### config.mk
export PLATFORM = sky130hd
export DESIGN_NAME = clock_sequencer
export DESIGN_NICKNAME = d
export VERILOG_FILES = /design/src/rtl/clock_pkg.sv /design/src/rtl/sync2.sv /design/src/rtl/clock_sequencer.sv
export SDC_FILE = /design/constraint.sdc
export NUM_CORES = 1
export LEC_CHECK = 0
export CAP_MARGIN = 20
export CORE_MARGIN = 1
export CORE_UTILIZATION = 40
export CTS_CLUSTER_SIZE = 16
export DETAILED_ROUTE_END_ITERATION = 8
export GPL_TIMING_DRIVEN = 0
export PLACE_DENSITY = 0.6
export SLEW_MARGIN = 15
export SYNTH_ARGS = -nofsm -noshare
export SYNTH_HDL_FRONTEND = slang
export SYNTH_HIERARCHICAL = 1
export SYNTH_SLANG_ARGS = --single-unit
### constraint.sdc
create_clock -name clock -period 2.77 [get_ports clock]
set_input_delay 0.554 -clock clock [delete_from_list [all_inputs] [get_ports clock]]
set_output_delay 0.554 -clock clock [all_outputs]
set_load 0.01 [all_outputs]
### src/rtl/clock_pkg.sv
// Shared types for the clock sequencer family: FSM state encoding and
// status counter widths.
package clock_pkg;

    typedef enum logic [2:0] {
        ST_ASSERT = 3'd0,
        ST_WAIT   = 3'd1,
        ST_SETTLE = 3'd2,
        ST_RUN    = 3'd3,
        ST_FAULT  = 3'd4
    } state_t;

    localparam int RETRY_W = 4;
    localparam int LOSS_W  = 8;

endpackage

### src/rtl/sync2.sv
// Generic two-flop synchronizer for asynchronous level inputs; clears to 0
// on an asynchronous active-low reset.
module sync2 #(
    parameter int WIDTH = 1
) (
    input  logic             clk,
    input  logic             rst_n,
    input  logic [WIDTH-1:0] d,
    output logic [WIDTH-1:0] q
);

    logic [WIDTH-1:0] meta_reg;
    logic [WIDTH-1:0] sync_reg;

    always_ff @(posedge clk or negedge rst_n) begin
        if (!rst_n) begin
            meta_reg <= '0;
            sync_reg <= '0;
        end else begin
            meta_reg <= d;
            sync_reg <= meta_reg;
        end
    end

    assign q = sync_reg;

endmodule

### src/rtl/clock_sequencer.sv
// Supervises the DCM: pulses its reset, waits for a settled lock, then
// releases the downstream system reset; retries on timeout/loss, faults when out of budget.
module clock_sequencer
    import clock_pkg::*;
#(
    parameter int RST_CYCLES    = 8,
    parameter int LOCK_TIMEOUT  = 50000,
    parameter int SETTLE_CYCLES = 1024,
    parameter int LOSS_FILTER   = 4,
    parameter int MAX_RETRY     = 7,
    parameter int CW            = 16
) (
    input  logic               clock,
    input  logic               reset,
    input  logic               locked,
    input  logic               clkin_stopped,
    input  logic               restart,
    output logic               dcm_rst,
    output logic               ready,
    output logic               sys_rst,
    output logic               fault,
    output logic [RETRY_W-1:0] retries,
    output logic [LOSS_W-1:0]  losses
);

    localparam logic [CW-1:0]      RST_LAST    = CW'(RST_CYCLES - 1);
    localparam logic [CW-1:0]      LOCK_LAST   = CW'(LOCK_TIMEOUT - 1);
    localparam logic [CW-1:0]      SETTLE_LAST = CW'(SETTLE_CYCLES - 1);
    localparam logic [CW-1:0]      LOSS_LAST   = CW'(LOSS_FILTER - 1);
    localparam logic [RETRY_W-1:0] RETRY_MAX   = RETRY_W'(MAX_RETRY);

    logic lk;
    logic stp;
    logic lost;

    sync2 #(.WIDTH(1)) u_sync_locked (
        .clk   (clock),
        .rst_n (reset),
        .d     (locked),
        .q     (lk)
    );

    sync2 #(.WIDTH(1)) u_sync_stopped (
        .clk   (clock),
        .rst_n (reset),
        .d     (clkin_stopped),
        .q     (stp)
    );

    assign lost = !lk || stp;

    state_t             state_reg,   state_next;
    logic [CW-1:0]      cnt_reg,     cnt_next;
    logic [RETRY_W-1:0] retries_reg, retries_next;
    logic [LOSS_W-1:0]  losses_reg,  losses_next;
    logic               dcm_rst_reg, ready_reg, sys_rst_reg, fault_reg;
    logic               dcm_rst_next, ready_next, fault_next;
    logic [RETRY_W-1:0] retry_inc;
    logic [LOSS_W-1:0]  loss_inc;

    assign retry_inc = (retries_reg == '1) ? retries_reg : retries_reg + RETRY_W'(1);
    assign loss_inc  = (losses_reg  == '1) ? losses_reg  : losses_reg  + LOSS_W'(1);

    always_comb begin
        state_next   = state_reg;
        cnt_next     = cnt_reg + CW'(1);
        retries_next = retries_reg;
        losses_next  = losses_reg;

        case (state_reg)
            ST_ASSERT: begin
                if (cnt_reg == RST_LAST) state_next = ST_WAIT;
            end
            ST_WAIT: begin
                if (lk && !stp) begin
                    state_next = ST_SETTLE;
                end else if (cnt_reg == LOCK_LAST) begin
                    retries_next = retry_inc;
                    state_next   = (retry_inc > RETRY_MAX) ? ST_FAULT : ST_ASSERT;
                end
            end
            ST_SETTLE: begin
                if (lost) begin
                    state_next = ST_WAIT;
                end else if (cnt_reg == SETTLE_LAST) begin
                    state_next   = ST_RUN;
                    retries_next = '0;
                end
            end
            ST_RUN: begin
                // cnt tracks the current run of lost cycles only
                if (!lost) begin
                    cnt_next = '0;
                end else if (cnt_reg == LOSS_LAST) begin
                    losses_next = loss_inc;
                    state_next  = ST_ASSERT;
                end
            end
            ST_FAULT: begin
                cnt_next = cnt_reg;
            end
            default: begin
                state_next = ST_ASSERT;
            end
        endcase

        if (state_next != state_reg) cnt_next = '0;

        if (restart) begin
            state_next   = ST_ASSERT;
            cnt_next     = '0;
            retries_next = '0;
            losses_next  = losses_reg;
        end
    end

    // Outputs are decoded from the next state so they line up with state entry.
    always_comb begin
        dcm_rst_next = (state_next == ST_ASSERT) || (state_next == ST_FAULT);
        ready_next   = (state_next == ST_RUN);
        fault_next   = (state_next == ST_FAULT);
    end

    always_ff @(posedge clock or negedge reset) begin
        if (!reset) begin
            state_reg   <= ST_ASSERT;
            cnt_reg     <= '0;
            retries_reg <= '0;
            losses_reg  <= '0;
            dcm_rst_reg <= 1'b1;
            ready_reg   <= 1'b0;
            sys_rst_reg <= 1'b1;
            fault_reg   <= 1'b0;
        end else begin
            state_reg   <= state_next;
            cnt_reg     <= cnt_next;
            retries_reg <= retries_next;
            losses_reg  <= losses_next;
            dcm_rst_reg <= dcm_rst_next;
            ready_reg   <= ready_next;
            sys_rst_reg <= !ready_next;
            fault_reg   <= fault_next;
        end
    end

    assign dcm_rst = dcm_rst_reg;
    assign ready   = ready_reg;
    assign sys_rst = sys_rst_reg;
    assign fault   = fault_reg;
    assign retries = retries_reg;
    assign losses  = losses_reg;

endmodule

Word-level counts from Yosys, hierarchy flattened:

Cells that the tools add are included.

* add/sub/neg operators: 3
* $lt $le $gt $ge: 1
* reductions and logical operators: 11
* mux-type cells: 21
* eq/ne operators: 18
* bitwise operators: 2

Operator list (number)
* 16-bit two-way mux: 3
* 16-bit case mux with 2 select lines: 1
* 3-bit two-way mux: 9
* 4-bit two-way mux: 6
* 16-bit by 1-bit adder with 16-bit output, second input constant: 1
* 16-bit by 10-bit equality test with 1-bit output, second input constant: 1
* 16-bit equality test, second input constant: 1
* 16-bit by 2-bit equality test with 1-bit output, second input constant: 1
* 16-bit by 3-bit equality test with 1-bit output, second input constant: 1
* 3-bit != test, second input constant: 5
* 3-bit case mux with 5 select lines: 1
* 5-bit AND reduction: 2
* 3-bit by 2-bit equality test with 1-bit output, second input constant: 3
* 8-bit by 1-bit adder with 8-bit output, second input constant: 1
* 8-bit equality test, second input constant: 1
* 4-bit case mux with 2 select lines: 1
* 3-bit equality test, second input constant: 2
* 3-bit zero test: 2
* 4-bit by 1-bit adder with 4-bit output, second input constant: 1
* 4-bit equality test, second input constant: 1
* 4-bit by 3-bit greater-than comparator with 1-bit output, second input constant: 1
* 3-bit by 1-bit equality test with 1-bit output, second input constant: 1
* 1-bit zero test: 3
* 3-bit != test: 1
* 4 further kinds: 6

* flip-flop bits (word level): 39
* word-level logic and storage cells: 68
* output and inout bits: 16

Logic depth before layout (Yosys ltp):

Gate-level depths: netlist (run 1).

* depth in word-level cells: 10
* mapped depth: 8
* depth with buffers taken out: 7

Cells and area by module:

Netlist (run 1), hierarchy kept.

Modules (own cells, without submodules)
* clock_sequencer: instances 1, area an instance 1958.1 um2, cells each 211
* sync2: instances 2, area an instance 50.0 um2, cells each 2

Worst setup path after synthesis (run 1):

No wires, ideal clock.

* kind: register to register
* from: register cnt_reg[11]
* to: register cnt_reg[10]
* required time: 2.629 ns
* setup slack: 0.619 ns
* stages on the path, launching flop included: 8
* setup time: 0.141 ns
* arrival: 2.010 ns
* clock period less this slack: 2.151 ns
* cells stage by stage: dfrtp_1 -> or4_4 -> nand4b_4 -> or3b_1 -> o211ai_1 -> a21bo_2 -> buf_4 -> a311oi_1

* longest elaborated chain between the ends: 7
* elaborated cells between the ends (all ways): 16
* classes of those cells: 6 x eq/ne; 10 x mux

Ends and longest elaborated chain
* start, declared: line clock_sequencer.sv:53 `logic [CW-1:0] cnt_reg, cnt_next;`
* start signal, assigned: line clock_sequencer.sv:136 `cnt_reg <= cnt_next;`
* 16-bit by 2-bit equality test with 1-bit output, or another cell as far along: line clock_sequencer.sv:94 `end else if (cnt_reg == LOSS_LAST) begin`
* 3-bit two-way mux (on tied branches): line clock_sequencer.sv:94, clock_sequencer.sv:77, clock_sequencer.sv:85
* 3-bit two-way mux (on tied branches): line clock_sequencer.sv:92, clock_sequencer.sv:75, clock_sequencer.sv:83
* 3-bit case mux with 5 select lines (*): line clock_sequencer.sv:70 `case (state_reg)`
* 3-bit != test (*): line clock_sequencer.sv:107 `if (state_next != state_reg) cnt_next = '0;`
* 16-bit two-way mux: line clock_sequencer.sv:107
* 16-bit two-way mux: line clock_sequencer.sv:109 `if (restart) begin`

Mark *: on every way between the ends. The rest lies on a longest branch, timed or not.
A chain may end at the register's enable or synchronous reset.

Final worst setup path (run 1):

* from: register cnt_reg[0]
* to: register cnt_reg[7]

* longest elaborated chain between the ends: 7
* elaborated cells between the ends (all ways): 19
* classes of those cells: 1 x add/sub; 6 x eq/ne; 12 x mux

Ends and longest elaborated chain
* parallel branches: the longest is 7 deep, another holds 16-bit by 1-bit adder with 16-bit output

Parallel ways; which one is timed is not known.

==> results.md, run 1 <==
* Status: complete, no violations
* DP HPWL at 3.13 mm
* Port Buffers at 19
* First-pass GRT wire length at 6.88 mm
* Ys async rst share at 1.00
* Post-synthesis sequential area ratio at 0.475
* Largest register FFs at 16
* Io pins at 21
* FILL cells at 474
* Nets at 250
* Initial antenna violation count at 0
* N_diodes at 0
* Cell family with most CP delay: compound AO/OA/AOI/OAI gates
* Crit path max-delay cell type: a21boi_0
* Register bit total from synthesis at 39
* Gr usage total at 0.169
* Syn avg cell area at 9.57 um2
* Total CTS buffers at 5
* Critical Path RT at 2.96 ns
* R2R setup slack at 0.26 ns
* # DRC at 0
* Reg clk slew, reported paths at 0.08 ns
* Average wire per standard cell at 14.0 um
* Crit-path cells: ha_1, nand3_1, nor3_1, nand4_1, a21boi_0, a21bo_2, buf_4, a311oi_1
* CP startpoint kind: flip-flop
* Fin crit share at 0.906
* Area of the multi-input gates at 0.00103 mm2
* Final setup viols at 0
* CP Depth at 8
* Max Transition Viols Final at 0
* Final wirelength at 4.33 mm
* CP endpoint: cnt_reg[7]
* Max-cap violations at 0
* Die width at 73.7 um
* Synth Instances at 215
* Crit path capture type: flip-flop
* Pwr dens at 496 mW/mm2
* Setup repair bufs after CTS at 0
* Final TNS setup at 0 ns
* Share of layout cells above drive strength 1 at 0.0782
* Post-synth cell types at 52
* Final antenna-violating net count at 0
* Reg2reg end: cnt_reg[7]
* Clock Sinks at 39
* Worst Path Arrival at 2.70 ns
* Hold Vio Cnt, Final at 0
* Pleak at 1.02 nW
* Clock Tree Root: clkbuf_8
* Peak VDD IR at 0.206 mV
* CTS tree: built
* PostCTS Resize Cnt at 0
* YS warnings at 6
* Starting Density at 0.425
* Gr ovfl total at 0
* Commonest non-fill, non-tap cell in the layout: dfrtp_1
* Die Ht at 73.7 um
* Vias in the first global route at 1413
* RR Startpoint: cnt_reg[0]
* Crit path buf inv count at 1
* CTS Hold Bufs at 0
* Total number of vias at 1696
* H-tree depth at 2
* Die area at 0.00544 mm2
* Min cycle time layout at 2.51 ns
* Unrepaired setup endpoints after global routing: no
* Post-synth EDFFs at 0
* CP startpoint: cnt_reg[0]
* FF/Latch Area at 978 um2
* Clk buf depth at 2
* Syn_nets at 223
* Synth Flop Type: dfrtp_1
* Drt pass-1 iters at 4
* Vias per cell at 5.47
* Most frequent cells in the layout: dfrtp_1, nor2_1, nand2_1
* Clock skew at 0.00651 ns
* FF-to-FF path depth at 8
* Critical Path Fanout Max at 10
* Layout area overhead at 20.5%
* DRT iter0 DRCs at 162
* Final Power at 1.23 mW
* Critical path type: reg -> reg
* Total core area at 0.00485 mm2
* Slew @ Worst Pin at 0.869 ns
* Min-Delay Path Class: in -> async
* CP peak stage delay at 0.52 ns
* Slew Limit Headroom at 0.419
* Fmax at 0.398 GHz
* Rows at 25
* Netlist Area Pre-Place at 0.00206 mm2
* Largest net degree at the start of global routing at 29
* Clk Latency, worst-skew pair at 0.29 ns
* Final GP Congestion at 0.842
## Yosys cell counts, types with 2 or more instances
cell type | number | share of area
dfrtp_1 | 37 | 0.45
nor2_1 | 24 | 0.044
nand2_1 | 19 | 0.035
a21oi_1 | 15 | 0.036
o21ai_0 | 11 | 0.027
nand3_1 | 9 | 0.022
nand4_1 | 8 | 0.024
clkbuf_1 | 6 | 0.011
nor3_1 | 5 | 0.012
nor3b_1 | 5 | 0.018
xnor2_1 | 5 | 0.021
a311oi_1 | 4 | 0.017
inv_1 | 4 | 0.0073
nor2b_1 | 4 | 0.012
o21a_1 | 4 | 0.015
a31oi_1 | 3 | 0.0091
and3_1 | 3 | 0.0091
ha_1 | 3 | 0.018
nor4_1 | 3 | 0.0091
xor2_1 | 3 | 0.013
a211oi_1 | 2 | 0.0073
a21boi_0 | 2 | 0.0073
a21o_1 | 2 | 0.0073
and2_1 | 2 | 0.0061
dfstp_2 | 2 | 0.026
nand2b_1 | 2 | 0.0061
nand3b_1 | 2 | 0.0073
o21bai_1 | 2 | 0.0073
## stage by stage
stage / instances / cell area, um2 / setup slack (ns) / utilization / hold WS, ns
2_1_floorplan: 215 / 2060 / 0.619 / - / 0.258
3_3_place_gp: 301 / 2330 / 0.172 / 0.481 / 0.333
3_5_place_dp: 302 / 2350 / 0.333 / 0.484 / 0.335
4_1_cts: 310 / 2480 / 0.283 / 0.511 / 0.142
5_1_grt: 310 / 2480 / 0.0863 / 0.511 / 0.156
6_report: 310 / 2480 / 0.260 / 0.511 / 0.137
## power by group
| group | switching, mW | leakage [nW] | internal, mW |
|---|---|---|---|
| registers | 0.0112 | 0.522 | 0.580 |
| logic | 0.0438 | 0.431 | 0.0321 |
| clock network | 0.202 | 0.0654 | 0.360 |
| total | 0.257 | 1.02 | 0.973 |
## how the worst min path moves through the flow
stage | from | end | slack [ns] | cells after the start
CTS | reset | retries[2] | 0.14 | 1
detailed placement | u_sync_stopped/meta_reg | u_sync_stopped/q | 0.33 | 0
finish | reset | retries[2] | 0.14 | 1
floorplan | reset | cnt_reg[0] | 0.26 | 0
global placement | u_sync_locked/meta_reg | u_sync_locked/q | 0.33 | 0
global route | reset | retries[2] | 0.16 | 1
## layer usage
metal,track usage,wire (um),part of all wire,up-vias
met5,0,0,0,-
met4,0.0833,99,0.023,0
met3,0.0343,218,0.050,9
met2,0.248,1940,0.45,45
met1,0.238,2070,0.48,793
li1,-,-,-,849
## area by class of cell
class | instances | area share
Sequential cell | 39 | 0.395
Inverter | 4 | 0.00605
Tap cell | 67 | 0.0338
Timing Repair Buffer | 20 | 0.0827
Clock inverter | 2 | 0.0242
Clock buffer | 6 | 0.0293
Buffer | 7 | 0.0121
Multi-Input combinational cell | 165 | 0.417
## worst reg2reg max path, delay by kind of cell, from the launching register on
| kind | cells | cell delay (ns) |
|---|---|---|
| adders and majority gates | 1 | 0.26 |
| and+or+nand+nor | 3 | 0.54 |
| AOI/OAI and AO/OA | 3 | 1.04 |
| buffers and inverters | 1 | 0.17 |
| DFF | 1 | 0.42 |
## kinds of logic (layout without fill, tap and decap cells)
family,Yosys count,in the layout,share of synthesized area
fa+ha+maj,3,3,0.0182
mux,2,2,0.0103
buf+inv,11,39,0.0219
flops,39,39,0.475
xor+xnor,8,8,0.0340
compound gates,57,57,0.185
simple gates,95,95,0.255
(Power assumes the default switching activity.)
==> run 2, diff against run 1 <==
--- a/config.mk
+++ b/config.mk
@@ -5,13 +5,13 @@
 export SDC_FILE = /design/constraint.sdc
 export NUM_CORES = 1
 export LEC_CHECK = 0
-export CAP_MARGIN = 20
+export CAP_MARGIN = 10
 export CORE_MARGIN = 1
 export CORE_UTILIZATION = 40
-export CTS_CLUSTER_SIZE = 16
 export DETAILED_ROUTE_END_ITERATION = 8
 export GPL_TIMING_DRIVEN = 0
 export PLACE_DENSITY = 0.6
+export SKIP_CTS_REPAIR_TIMING = 1
 export SLEW_MARGIN = 15
 export SYNTH_ARGS = -nofsm -noshare
 export SYNTH_HDL_FRONTEND = slang
==> results of run 2 <==
The final DEF is identical to that of run 1; final timing and power are the same.
